[src/rtl/mem_arb_pkg.sv]
// Shared types and constants for the two-requester memory port arbiter.
package mem_arb_pkg;

  typedef enum logic [1:0] {
    IDLE   = 2'd0,
    ACCESS = 2'd1,
    RESP   = 2'd2
  } arb_state_t;

  localparam logic REQ_FETCH = 1'b0;
  localparam logic REQ_LSU   = 1'b1;
  localparam int   CNT_W     = 4;

endpackage

[src/rtl/mux_2to1.sv]
// Width-parameterised 2:1 mux; i_sel=0 passes i_a.
module mux_2to1 #(
  parameter int W = 32
) (
  input  logic [W-1:0] i_a,
  input  logic [W-1:0] i_b,
  input  logic         i_sel,
  output logic [W-1:0] o_y
);

  assign o_y = i_sel ? i_b : i_a;

endmodule

[src/rtl/mem_port_arbiter.sv]
// Round-robin arbiter sharing one fixed-latency memory port between
// instruction fetch (requester 0) and load/store (requester 1).
module mem_port_arbiter
  import mem_arb_pkg::*;
#(
  parameter int DATA_W      = 32,
  parameter int ADDR_W      = 32,
  parameter int MEM_LATENCY = 2
) (
  input  logic              clk,
  input  logic              rst,
  input  logic              req0,
  input  logic              we0,
  input  logic [ADDR_W-1:0] addr0,
  input  logic [DATA_W-1:0] wdata0,
  input  logic              req1,
  input  logic              we1,
  input  logic [ADDR_W-1:0] addr1,
  input  logic [DATA_W-1:0] wdata1,
  input  logic [DATA_W-1:0] mem_rdata,
  output logic              mem_en,
  output logic              mem_we,
  output logic [ADDR_W-1:0] mem_addr,
  output logic [DATA_W-1:0] mem_wdata,
  output logic              sel,
  output logic              done0,
  output logic              done1,
  output logic [DATA_W-1:0] rdata,
  output logic              busy,
  output logic              stall0,
  output logic              stall1
);

  arb_state_t        r_state;
  logic [CNT_W-1:0]  r_cnt;
  logic              r_sel;
  logic              r_last_grant;
  logic              r_done0;
  logic              r_done1;
  logic [DATA_W-1:0] r_rdata;

  logic w_last_beat;
  logic w_win_idle;
  logic w_other_req;

  assign w_last_beat = (r_cnt == CNT_W'(MEM_LATENCY - 1));
  assign w_win_idle  = (req0 & req1) ? ~r_last_grant : req1;
  // In RESP the served requester still holds req, so only the other one competes.
  assign w_other_req = r_sel ? req0 : req1;

  always_ff @(posedge clk) begin
    if (rst) begin
      r_state      <= IDLE;
      r_cnt        <= '0;
      r_sel        <= REQ_FETCH;
      r_last_grant <= REQ_LSU;
      r_done0      <= 1'b0;
      r_done1      <= 1'b0;
      r_rdata      <= '0;
    end else begin
      r_done0 <= 1'b0;
      r_done1 <= 1'b0;
      case (r_state)
        IDLE: begin
          if (req0 | req1) begin
            r_state      <= ACCESS;
            r_cnt        <= '0;
            r_sel        <= w_win_idle;
            r_last_grant <= w_win_idle;
          end
        end
        ACCESS: begin
          r_cnt <= r_cnt + CNT_W'(1);
          if (w_last_beat) begin
            r_rdata <= mem_rdata;
            r_state <= RESP;
            r_done0 <= ~r_sel;
            r_done1 <= r_sel;
          end
        end
        RESP: begin
          if (w_other_req) begin
            r_state      <= ACCESS;
            r_cnt        <= '0;
            r_sel        <= ~r_sel;
            r_last_grant <= ~r_sel;
          end else begin
            r_state <= IDLE;
          end
        end
        default: r_state <= IDLE;
      endcase
    end
  end

  mux_2to1 #(.W(ADDR_W)) u_addr_mux (
    .i_a   (addr0),
    .i_b   (addr1),
    .i_sel (r_sel),
    .o_y   (mem_addr)
  );

  mux_2to1 #(.W(DATA_W)) u_wdata_mux (
    .i_a   (wdata0),
    .i_b   (wdata1),
    .i_sel (r_sel),
    .o_y   (mem_wdata)
  );

  assign mem_en = (r_state == ACCESS);
  assign mem_we = mem_en & (r_sel ? we1 : we0);
  assign sel    = r_sel;
  assign done0  = r_done0;
  assign done1  = r_done1;
  assign rdata  = r_rdata;
  assign busy   = (r_state != IDLE);
  assign stall0 = ~rst & req0 & ~r_done0;
  assign stall1 = ~rst & req1 & ~r_done1;

endmodule

[config.mk]
export PLATFORM = sky130hd
export DESIGN_NAME = mem_port_arbiter
export DESIGN_NICKNAME = d
export VERILOG_FILES = /design/src/rtl/mem_arb_pkg.sv /design/src/rtl/mux_2to1.sv /design/src/rtl/mem_port_arbiter.sv
export SDC_FILE = /design/constraint.sdc
export NUM_CORES = 1
export LEC_CHECK = 0
export ABC_AREA = 0
export ABC_CLOCK_PERIOD_IN_PS = 2450
export CAP_MARGIN = 15
export CELL_PAD_IN_SITES_DETAIL_PLACEMENT = 0
export CELL_PAD_IN_SITES_GLOBAL_PLACEMENT = 1
export CORE_MARGIN = 2
export CORE_UTILIZATION = 19
export DETAILED_ROUTE_END_ITERATION = 8
export PLACE_DENSITY = 0.85
export SYNTH_ARGS = -nofsm -noshare
export SYNTH_HDL_FRONTEND = slang
export SYNTH_SLANG_ARGS = --single-unit
[constraint.sdc]
create_clock -name clk -period 2.45 [get_ports clk]
set_input_delay 0.3675 -clock clk [delete_from_list [all_inputs] [get_ports clk]]
set_output_delay 0.3675 -clock clk [all_outputs]
set_load 0.05 [all_outputs]
Word-level counts from Yosys, hierarchy flattened

Index checks and enable logic that the tools add are counted.

Register bits: 42
Output and inout bits: 104
Word-level logic and storage cells: 52

Add/sub/neg operators: 1
Equal/unequal tests: 6
Mux-type cells: 15
Bitwise gates (word level): 14
Reductions and logical operators: 9

Operators by type and width:

| kind                | number |
|---|---|
| $mux 32             | 2 |
| $pmux 4 s3          | 1 |
| $mux 4              | 2 |
| $not 1->1           | 7 |
| $and 1x1->1         | 6 |
| $mux 1              | 6 |
| $pmux 2 s3          | 1 |
| $reduce_and 3->1    | 2 |
| $add 4x1->4 const B | 1 |
| $eq 4x1->1 const B  | 1 |
| $mux 2              | 2 |
| $ne 2x2->1 const B  | 2 |
| $reduce_and 2->1    | 2 |
| $reduce_bool 2->1   | 2 |
| $reduce_bool 3->1   | 1 |
| $reduce_or 3->1     | 1 |
| $eq 2x1->1 const B  | 1 |
| $eq 2x2->1 const B  | 1 |
| $logic_not 2->1     | 1 |
| $ne 2x1->1 const B  | 1 |
| $pmux 1 s2          | 1 |
| $or 1x1->1          | 1 |

Longest topological paths before layout

Gate-level depths: netlist of the first run.

Depth after elaboration: 4
Gate-level depth with buffers: 8
Mapped depth without buffers: 6

Cells and area by module

From an unflattened synthesis of the first run, not the netlist that was laid out.

Cells, all modules: 268
Area, all modules: 2753.9 um^2

Modules (own cells, without submodules):

| module           | instances | cells each | area each (um^2) | sequential area each (um^2) |
|---|---|---|---|---|
| mem_port_arbiter | 1         | 196        | 1665.3           | 840.8 |
| mux_2to1         | 2         | 36         | 544.3            | 0.0 |

Worst setup path after synthesis of the first run

OpenSTA, ideal clock, no wires.

Path kind: reg2out
From: register r_sel (netlist: sel)
To: output mem_we
Data arrival time: 2021 ps
Data required time: 2082 ps
Path slack: 61 ps
Cell stages (with the launch flop): 6
Path buffers: 3
Cell sequence: dfxtp_1 -> buf_2 -> buf_2 -> buf_2 -> mux2i_1 -> nor2_1

Longest elaborated chain between the ends: 2

Ends and longest elaborated chain:

| item                   | RTL line                | source |
|---|---|---|
| start, declared        | mem_port_arbiter.sv:36  | `logic r_sel;` |
| start signal, assigned | mem_port_arbiter.sv:68  | `r_sel <= w_win_idle;` |
| start signal, assigned | mem_port_arbiter.sv:85  | `r_sel <= ~r_sel;` |
| $mux 1                 | mem_port_arbiter.sv:111 | `assign mem_we = mem_en & (r_sel ? we1 : we0);` |
| $and 1x1->1            | mem_port_arbiter.sv:111 |  |
| end, declared          | mem_port_arbiter.sv:22  | `output logic mem_we,` |

No other way between the ends.

Worst setup path in the final report of the first run

From: register r_sel (netlist: sel)
To: output mem_wdata[2]

Longest elaborated chain between the ends: 1

Ends and longest elaborated chain:

| item          | RTL line               | source |
|---|---|---|
| $mux 32       | mux_2to1.sv:11         | `assign o_y = i_sel ? i_b : i_a;` |
| end, declared | mem_port_arbiter.sv:24 | `output logic [DATA_W-1:0] mem_wdata,` |

No other way between the ends.

==> results of run 1 <==
[stage by stage]
| step | utilization | setup slack (ns) | area (um2) | std cells | hold WS [ns] |
|---|---|---|---|---|---|
| 2_1_floorplan | - | 0.0613 | 2400 | 268 | 0.428 |
| 3_3_place_gp | 0.410 | 0.524 | 5110 | 696 | 0.440 |
| 3_5_place_dp | 0.410 | 0.520 | 5110 | 696 | 0.447 |
| 4_1_cts | 0.422 | 0.345 | 5260 | 704 | 0.316 |
| 5_1_grt | 0.422 | 0.301 | 5260 | 705 | 0.327 |
| 6_report | 0.422 | 0.380 | 5260 | 705 | 0.311 |
[layout make-up]
class                      count  area, um2
sequential                    42        842
timing repair buffer         276       2610
multi-input combinational    201       1430
inverter                       5       18.8
clock inverter                 2       12.5
tap                          172        215
antenna                        1       2.50
clock buffer                   6        139
fill                        1245       7210
[worst min path at each step]
stage	end	slack [ns]
final	r_state[1]	0.31
after global placement	r_last_grant	0.44
after floorplan	r_last_grant	0.43
after detailed placement	rdata[26]	0.45
after global routing	r_state[1]	0.33
after CTS	r_state[1]	0.32
[cell usage in the layout (no fill, tap or decap), types with 2 or more instances in the layout]
cell type,n
nor2_1,9
dfxtp_1,41
nor3b_1,2
a21oi_1,24
a211oi_1,3
buf_4,73
clkbuf_16,5
nor3_1,2
nand2_1,67
mux2_2,64
or3_1,2
clkdlybuf4s50_1,199
ha_1,2
buf_12,3
nand2b_1,2
a21oi_2,12
inv_1,5
[kinds of logic (layout without fill, tap and decap cells)]
group                    count (synthesis)  count (layout)  share of synthesized area
AND/OR/NAND/NOR                         90              90                      0.157
multiplexers                            65              65                      0.304
AO/OA/AOI/OAI                           44              44                      0.121
flip-flops                              42              42                      0.350
buffers and inverters                   25             289                     0.0558
adder cells (fa/ha/maj)                  2               2                     0.0104
other                                    0               1                          0
[power by group through the flow]
stage | Clock (mW) | Combinational [mW] | Sequential [mW]
after global routing | 0.717 | 1.39 | 0.749
after detailed placement | 0 | 1.34 | 0.760
after global placement | 0 | 1.33 | 0.758
after CTS | 0.686 | 1.35 | 0.745
after floorplan | 0 | 0.718 | 0.836
final | 0.668 | 1.33 | 0.745
[registers in the layout, summed over array words and instances (netlist names)]
register / cells
done1: 1
r_state: 2
done0: 1
r_cnt: 4
r_last_grant: 1
rdata: 32
sel: 1
[cells in the mapped netlist (3+ instances only)]
master     n  area [um2]
nor2_1     9        33.8
dfxtp_1   42         841
nand2_1   67         251
buf_2     11        55.1
clkbuf_1   5        18.8
buf_6      3        33.8
a21oi_1   24         120
mux2_2    64         721
a211oi_1   3        22.5
inv_1      5        18.8
a21oi_2   12         105
[metal layers]
layer	part of all wire	up-vias
li1	-	1437
met1	0.38	1316
met2	0.50	140
met3	0.098	19
met4	0.020	0
met5	0	-
==> impl_metrics.tcl, run 1 <==
set metrics [dict create \
    status "finished, final reports clean" \
    htree_levels 2 \
    worst-path-max-fanout 17 \
    nNetsFinal 699 \
    end_kind "primary output" \
    worstMarginPinSlew_ns 0.532 \
    wl_mm 10.8 \
    start_kind "flop" \
    setup_viol 0 \
    syn_area_um2 2400 \
    globalRouteMet1Util 0.154 \
    drv_slew 0 \
    gp_congestion 0.951 \
    slowest_stage "dfxtp_2" \
    power.density_nw_per_um2 522 \
    yosysSeqAreaShare 0.350 \
    syn_nets 436 \
    drc 0 \
    cts_sinks 42 \
    grt_pass1_vias 2837 \
    start_util 0.193 \
    fp.dieW_um 116 \
    cts-root-buf "clkbuf_16" \
    clock_latency_ns 0.28 \
    grt_max_degree 45 \
    crit_type "reg2out" \
    pwr-share-clk 0.243 \
    drtIter0Drc 84 \
    hold_depth 2 \
    met2_usage 0.266 \
    hold_buffers 0 \
    cp.arrival_ns 1.70 \
    leakage_nw 1.99 \
    critPathLaunch "sel" \
    synthFlopType "dfxtp_1" \
    cpMostUsedCell "buf_4" \
    cts_buffer_depth 2 \
    vias_per_cell 4.13 \
    core-area_um2 12500 \
    r2r-end "r_cnt[0]" \
    max_cap_violations 0 \
    final-hold-violation-count 0 \
    port_buffers 269 \
    avgSynthCellArea_um2 8.95 \
    p_seq_frac 0.271 \
    finalPower_mw 2.75 \
    ys_seq_elements 42 \
    async_reset_ff_frac 0 \
    synth_cells 268 \
    rsz0062_at_grt "no" \
    yosysWarningCount 0 \
    clk_pin_slew_ns 0.07 \
    ant_nets 0 \
    skew_ns 0.00954 \
    grt_usage 0.143 \
    drt_first_pass_iters 4 \
    hp-start "rst" \
    critical_path_depth 3 \
    min_path_type "in2reg" \
    antenna_found_initial 1 \
    pin_count 270 \
    grt_pass1_wl_mm 14.9 \
    p_sw_mw 1.05 \
    min_period_ns 2.07 \
    comb_power_share 0.486 \
    endpoint "mem_wdata[2]" \
    r2r-start "sel" \
    setup_tns_ns 0 \
    crit_chain "buf_4 > mux2_2 > buf_4" \
    die_area_um2 13500 \
    grt-busiest-layer "met2" \
    slowest_delay_ns 0.52 \
    use_met3 0.0436 \
    ir_worst_vdd_mv 0.312 \
    drive_gt1_frac 0.306 \
    period_share 0.845 \
    fp.dieH_um 116 \
    fp-row-count 41 \
    relSlewSlack 0.644 \
    path_buf_inv 2 \
    reg2reg_slack_ns 0.83 \
    num_vias 2912 \
    postCtsResizedCells 0 \
    worstPathRequired_ns 2.08 \
    internal-power_mw 1.70 \
    cts_setup_buffers 0 \
    synth_edf_count 0 \
    cp_top_family "flip-flops" \
    fmax_mhz 483 \
    cts_tree "built" \
    rr_worst_depth 4 \
    power.share.switching 0.382 \
    yosysUniqueCellTypes 29 \
    area_growth_pct 119 \
    dpl.hpwl_mm 8.89 \
    overflow 0 \
    routedWlPerCell_um 15.3 \
    numCtsBuffers 5 \
]
Note: power is estimated with default switching activity, not from simulation.
==> run 2, diff against run 1 <==
- ABC_CLOCK_PERIOD_IN_PS: 2450 -> 2150
- CORE_UTILIZATION: 19 -> 18
- PLACE_DENSITY: 0.85 -> 0.81
- clock period: 2.45 -> 2.15 ns (I/O delays scaled with it)
==> run 2 against run 1 <==
Compared with the run above: hold slack gained 0.060 ns; routed wire length is 0.75% lower; utilization down 0.67 points; largest cell class unchanged; critical path depth shrank 1; sequential share of layout area fell by 0.57 points; via count grew 0.93%.
==> impl_metrics.tcl, run 2 (synthesis results as in run 1) <==
set metrics [dict create \
    r2r-end "rdata[15]" \
    hp-start "rst" \
    cts_tree "built" \
    crit_chain "or2_2 > clkdlybuf4s50_1" \
    ant_nets 0 \
    fp.dieH_um 119 \
    start_kind "flop" \
    port_buffers 269 \
    largest_reg_flops 32 \
    slowest_stage "clkdlybuf4s50_1" \
    grt_pass1_vias 2975 \
    cp.arrival_ns 1.69 \
    min_path_type "in2reg" \
    skew_ns 0.00628 \
    num_vias 2939 \
    setup_viol 0 \
    final_cell_mix "199 x clkdlybuf4s50_1, 67 x nand2_1, 64 x mux2_2" \
    ir_worst_vdd_mv 0.422 \
    worstPathRequired_ns 1.83 \
    top_layer_used "met4" \
    status "finished, final reports clean" \
    crit_type "reg2out" \
    path_buf_inv 1 \
    drtIter0Drc 125 \
    gp_congestion 0.928 \
    fmax_mhz 497 \
    numCtsBuffers 5 \
    drv_slew 0 \
    fp.dieW_um 119 \
    die_area_um2 14300 \
    clk_pin_slew_ns 0.06 \
    final-hold-violation-count 0 \
    rsz0062_at_grt "no" \
    r2r-start "r_cnt[0]" \
    setup_tns_ns 0 \
    whs_endpoint "r_state[1]" \
    postCtsResizedCells 0 \
    cts_setup_buffers 0 \
    final_common_cell "clkdlybuf4s50_1" \
    fillers 1298 \
    fp-row-count 42 \
    htree_levels 2 \
    drc 0 \
    antenna_found_initial 4 \
    clock_latency_ns 0.28 \
    nNetsFinal 697 \
    hold_buffers 0 \
    hold_depth 2 \
    cts-root-buf "clkbuf_16" \
    grt_usage 0.142 \
    drive_gt1_frac 0.306 \
    relSlewSlack 0.642 \
    drt_first_pass_iters 4 \
    end_kind "primary output" \
    critPathLaunch "r_state[0]" \
    wl_mm 10.7 \
    routedWlPerCell_um 15.1 \
    rr_worst_depth 6 \
    core-area_um2 13100 \
    area_growth_pct 127 \
    max_cap_violations 0 \
    worstMarginPinSlew_ns 0.535 \
    worst-path-max-fanout 8 \
    vias_per_cell 4.14 \
    wl_met3_um 913 \
    pin_count 270 \
    leakage_nw 2.05 \
    fin_util 0.415 \
    met2WireLength_mm 5.32 \
    cts_buffer_depth 2 \
    grt_pass1_wl_mm 16.1 \
    grt_max_degree 48 \
    met1_length_mm 4.08 \
    cts_sinks 42 \
    min_period_ns 2.01 \
    overflow 0 \
    slowest_delay_ns 0.81 \
    power.density_nw_per_um2 603 \
    period_share 0.936 \
    dpl.hpwl_mm 8.86 \
    reg2reg_slack_ns 0.58 \
    cp_top_family "buffers and inverters" \
    start_util 0.183 \
]
## run 2: cell types whose count changed in the layout (fill, tap and decap cells not counted)
cell / change
nor2_1: -1
buf_4: -16
clkinv_2: -1
nor3b_2: +1
nor2_2: +1
clkbuf_1: +1
bufinv_16: +1
clkbuf_8: -1
diode_2: +3
nor3b_1: -1
buf_12: +14
## run 2: layer usage
layer / track usage / vias to the layer above
li1: - / 1441
met1: 0.156 / 1338
met2: 0.248 / 144
met5: 0 / -
met4: 0.0625 / 0
met3: 0.0465 / 16
## run 2: report_power, final
group	internal [mW]	switching [mW]	total (mW)
combinational	0.725	0.876	1.60
clock	0.548	0.295	0.844
sequential	0.816	0.0315	0.847
## run 2: worst max-delay path by stage
stage               depth (start not counted)  slack [ns]      to
detailed placement                          4        0.39  stall0
global route                                2        0.07    busy
global placement                            4        0.37  stall0
CTS                                         2        0.12    busy
floorplan                                   5        0.02  mem_we
finish                                      2        0.14    busy
## run 2: worst reg2reg max path, delay by kind of cell, from the launching register on
family          cells  cell delay (ns)
fa+ha+maj           1             0.16
buf+inv             1             0.33
compound gates      1             0.12
simple gates        3             0.49
flops               1             0.41
## run 2: area by class of cell
type | instances | area [um2] | share of cell area
multi-input combinational | 201 | 1430 | 0.263
clock buffer | 6 | 129 | 0.0236
antenna | 4 | 10.0 | 0.00183
clock inverter | 2 | 37.5 | 0.00688
inverter | 5 | 18.8 | 0.00344
tap | 176 | 220 | 0.0404
sequential | 42 | 842 | 0.154
timing repair buffer | 274 | 2770 | 0.507
## run 2: per-stage QoR
step | hold slack [ns] | instance area (um2) | setup WS (ns) | power (mW) | cells
finish | 0.372 | 5460 | 0.138 | 3.29 | 710
detailed placement | 0.449 | 5280 | 0.394 | 2.47 | 698
floorplan | 0.428 | 2410 | 0.0219 | 1.77 | 268
global placement | 0.439 | 5280 | 0.372 | 2.46 | 698
CTS | 0.363 | 5450 | 0.125 | 3.34 | 706
global route | 0.403 | 5460 | 0.0718 | 3.43 | 710
==> run 3, diff against run 2 <==
- GPL_TIMING_DRIVEN: default -> 0
- SLEW_MARGIN: default -> 0
==> run 3 against run 2 <==
Compared with the run above: clock power down 12%; cell area is 0.87% lower; sequential power down 0.9%; final cell count up 1.5%; clock-buffer cell count fell by 1; utilization shrank 0.36 points; combinational power down 5%; register-to-register slack got worse by 0.03 ns; sequential share of layout area up 0.11 points; non-clock buffer count rose by 14; global-route usage grew 1.0 points; critical path type unchanged.
==> impl_metrics.tcl, run 3 (synthesis results as in run 1) <==
set metrics [dict create \
    final_cell_mix "200 x clkdlybuf4s50_1, 67 x nand2_1, 64 x mux2_2" \
    fmax_mhz 479 \
    min_path_type "reg2reg" \
    hp-start "rdata[22]" \
    largest_reg_flops 32 \
    gp_congestion 0.948 \
    drtIter0Drc 49 \
    drive_gt1_frac 0.285 \
    hold_buffers 0 \
    fin_cells 721 \
    fillers 1309 \
    finalPower_mw 3.10 \
    area_growth_pct 125 \
    clock_latency_ns 0.28 \
    numCtsBuffers 5 \
    dpl.hpwl_mm 9.58 \
    wl_mm 11.3 \
    period_share 0.971 \
    fin_area_um2 5410 \
    clk_pin_slew_ns 0.06 \
    cts_tree "built" \
    grt_pass1_wl_mm 17.0 \
    power.density_nw_per_um2 574 \
    slowest_stage "dlygate4sd2_1" \
    final-hold-violation-count 0 \
    critPathLaunch "sel" \
    slowest_delay_ns 0.42 \
    die_area_um2 14300 \
    port_buffers 268 \
    cts_setup_buffers 0 \
    core-area_um2 13100 \
    routedWlPerCell_um 15.7 \
    crit_chain "clkbuf_4 > buf_4 > mux2_2 > dlygate4sd2_1" \
    num_vias 2997 \
    final_common_cell "clkdlybuf4s50_1" \
    drc 0 \
    fp.dieW_um 119 \
    grt_pass1_vias 3130 \
    fp-row-count 42 \
    htree_levels 2 \
    fin_util 0.412 \
    fp.dieH_um 119 \
    worstPathRequired_ns 1.83 \
    drv_slew 0 \
    path_buf_inv 3 \
    start_util 0.183 \
    cp_top_family "buffers and inverters" \
    min_period_ns 2.09 \
    grt_usage 0.152 \
    start_kind "flop" \
    status "finished, final reports clean" \
    rsz0062_at_grt "no" \
    setup_viol 0 \
    end_kind "primary output" \
    r2r-start "r_cnt[1]" \
    overflow 0 \
    drt_first_pass_iters 6 \
    worst-path-max-fanout 10 \
    antenna_found_initial 1 \
    setup_slack_ns 0.0633 \
    post-place-ws_ns -0.354 \
    ant_nets 0 \
    place_area_um2 5310 \
    grt_max_degree 15 \
    worstMarginPinSlew_ns 0.638 \
    ir_worst_vdd_mv 0.377 \
    skew_ns 0.00748 \
    max_cap_violations 0 \
    crit_type "reg2out" \
    pin_count 270 \
    vias_per_cell 4.16 \
    cp.arrival_ns 1.76 \
    nNetsFinal 711 \
    cts_buffer_depth 2 \
    relSlewSlack 0.575 \
    cts_sinks 42 \
    cts-root-buf "clkbuf_16" \
    leakage_nw 2.02 \
    dp_cells 712 \
]
[run 3: cell count changes in the layout (fill, tap and decap cells not counted), moves of 3 or more]
cell             delta
clkdlybuf4s15_2    +33
buf_12             -17
dlygate4sd2_1      +16
clkbuf_1            +3
diode_2             -3
buf_6               +4
clkbuf_2           +14
buf_2               +8
buf_4              -51
[run 3: per-stage QoR]
step	hold slack, ns	TNS (ns)
2_1_floorplan	0.428	0
3_3_place_gp	0.439	-3.87
3_5_place_dp	0.442	-4.92
4_1_cts	0.457	-0.458
5_1_grt	0.474	0
6_report	0.454	0
[run 3: worst paths after layout]
kind | cells after the start | end | slack, ns
setup / recovery | 4 | mem_wdata[19] | 0.06
hold / removal | 2 | rdata[22] | 0.45
setup reg to reg | 7 | rdata[11] | 0.55
hold reg to reg | 2 | rdata[22] | 0.45
[run 3: timing repair]
action,in CTS,in global routing
pin swaps,0,0
setup endpoints to repair,68,39
gates resized for setup,163,31
[run 3: per-layer routing]
metal | wire length [um] | GRT usage
met3 | 1010 | 0.0474
met5 | 0 | 0
met2 | 6130 | 0.294
met4 | 68 | 0.0287
met1 | 4140 | 0.161
[run 3: worst reg2reg max path, delay by kind of cell (launching register included)]
| family | cells | cell delay, ns |
|---|---|---|
| AOI/OAI and AO/OA | 1 | 0.13 |
| adders and majority gates | 1 | 0.17 |
| DFF | 1 | 0.35 |
| buffers and inverters | 2 | 0.34 |
| and+or+nand+nor | 3 | 0.55 |
[run 3: where the power goes]
part	leakage, nW	internal (mW)	switching, mW
clock	0.0740	0.430	0.312
combinational	1.60	0.644	0.879
sequential	0.341	0.815	0.0241
[run 3: layout make-up]
cell class,count,area (um2),share of cell area
plain buffers,20,140,0.0259
well taps,176,220,0.0407
repair buffers,268,2610,0.482
clock inverters,3,18.8,0.00347
multi-input cells,201,1430,0.265
diodes,1,2.50,0.000463
clock buffers,5,125,0.0231
inverters,5,18.8,0.00347
flip-flops and latches,42,841,0.155
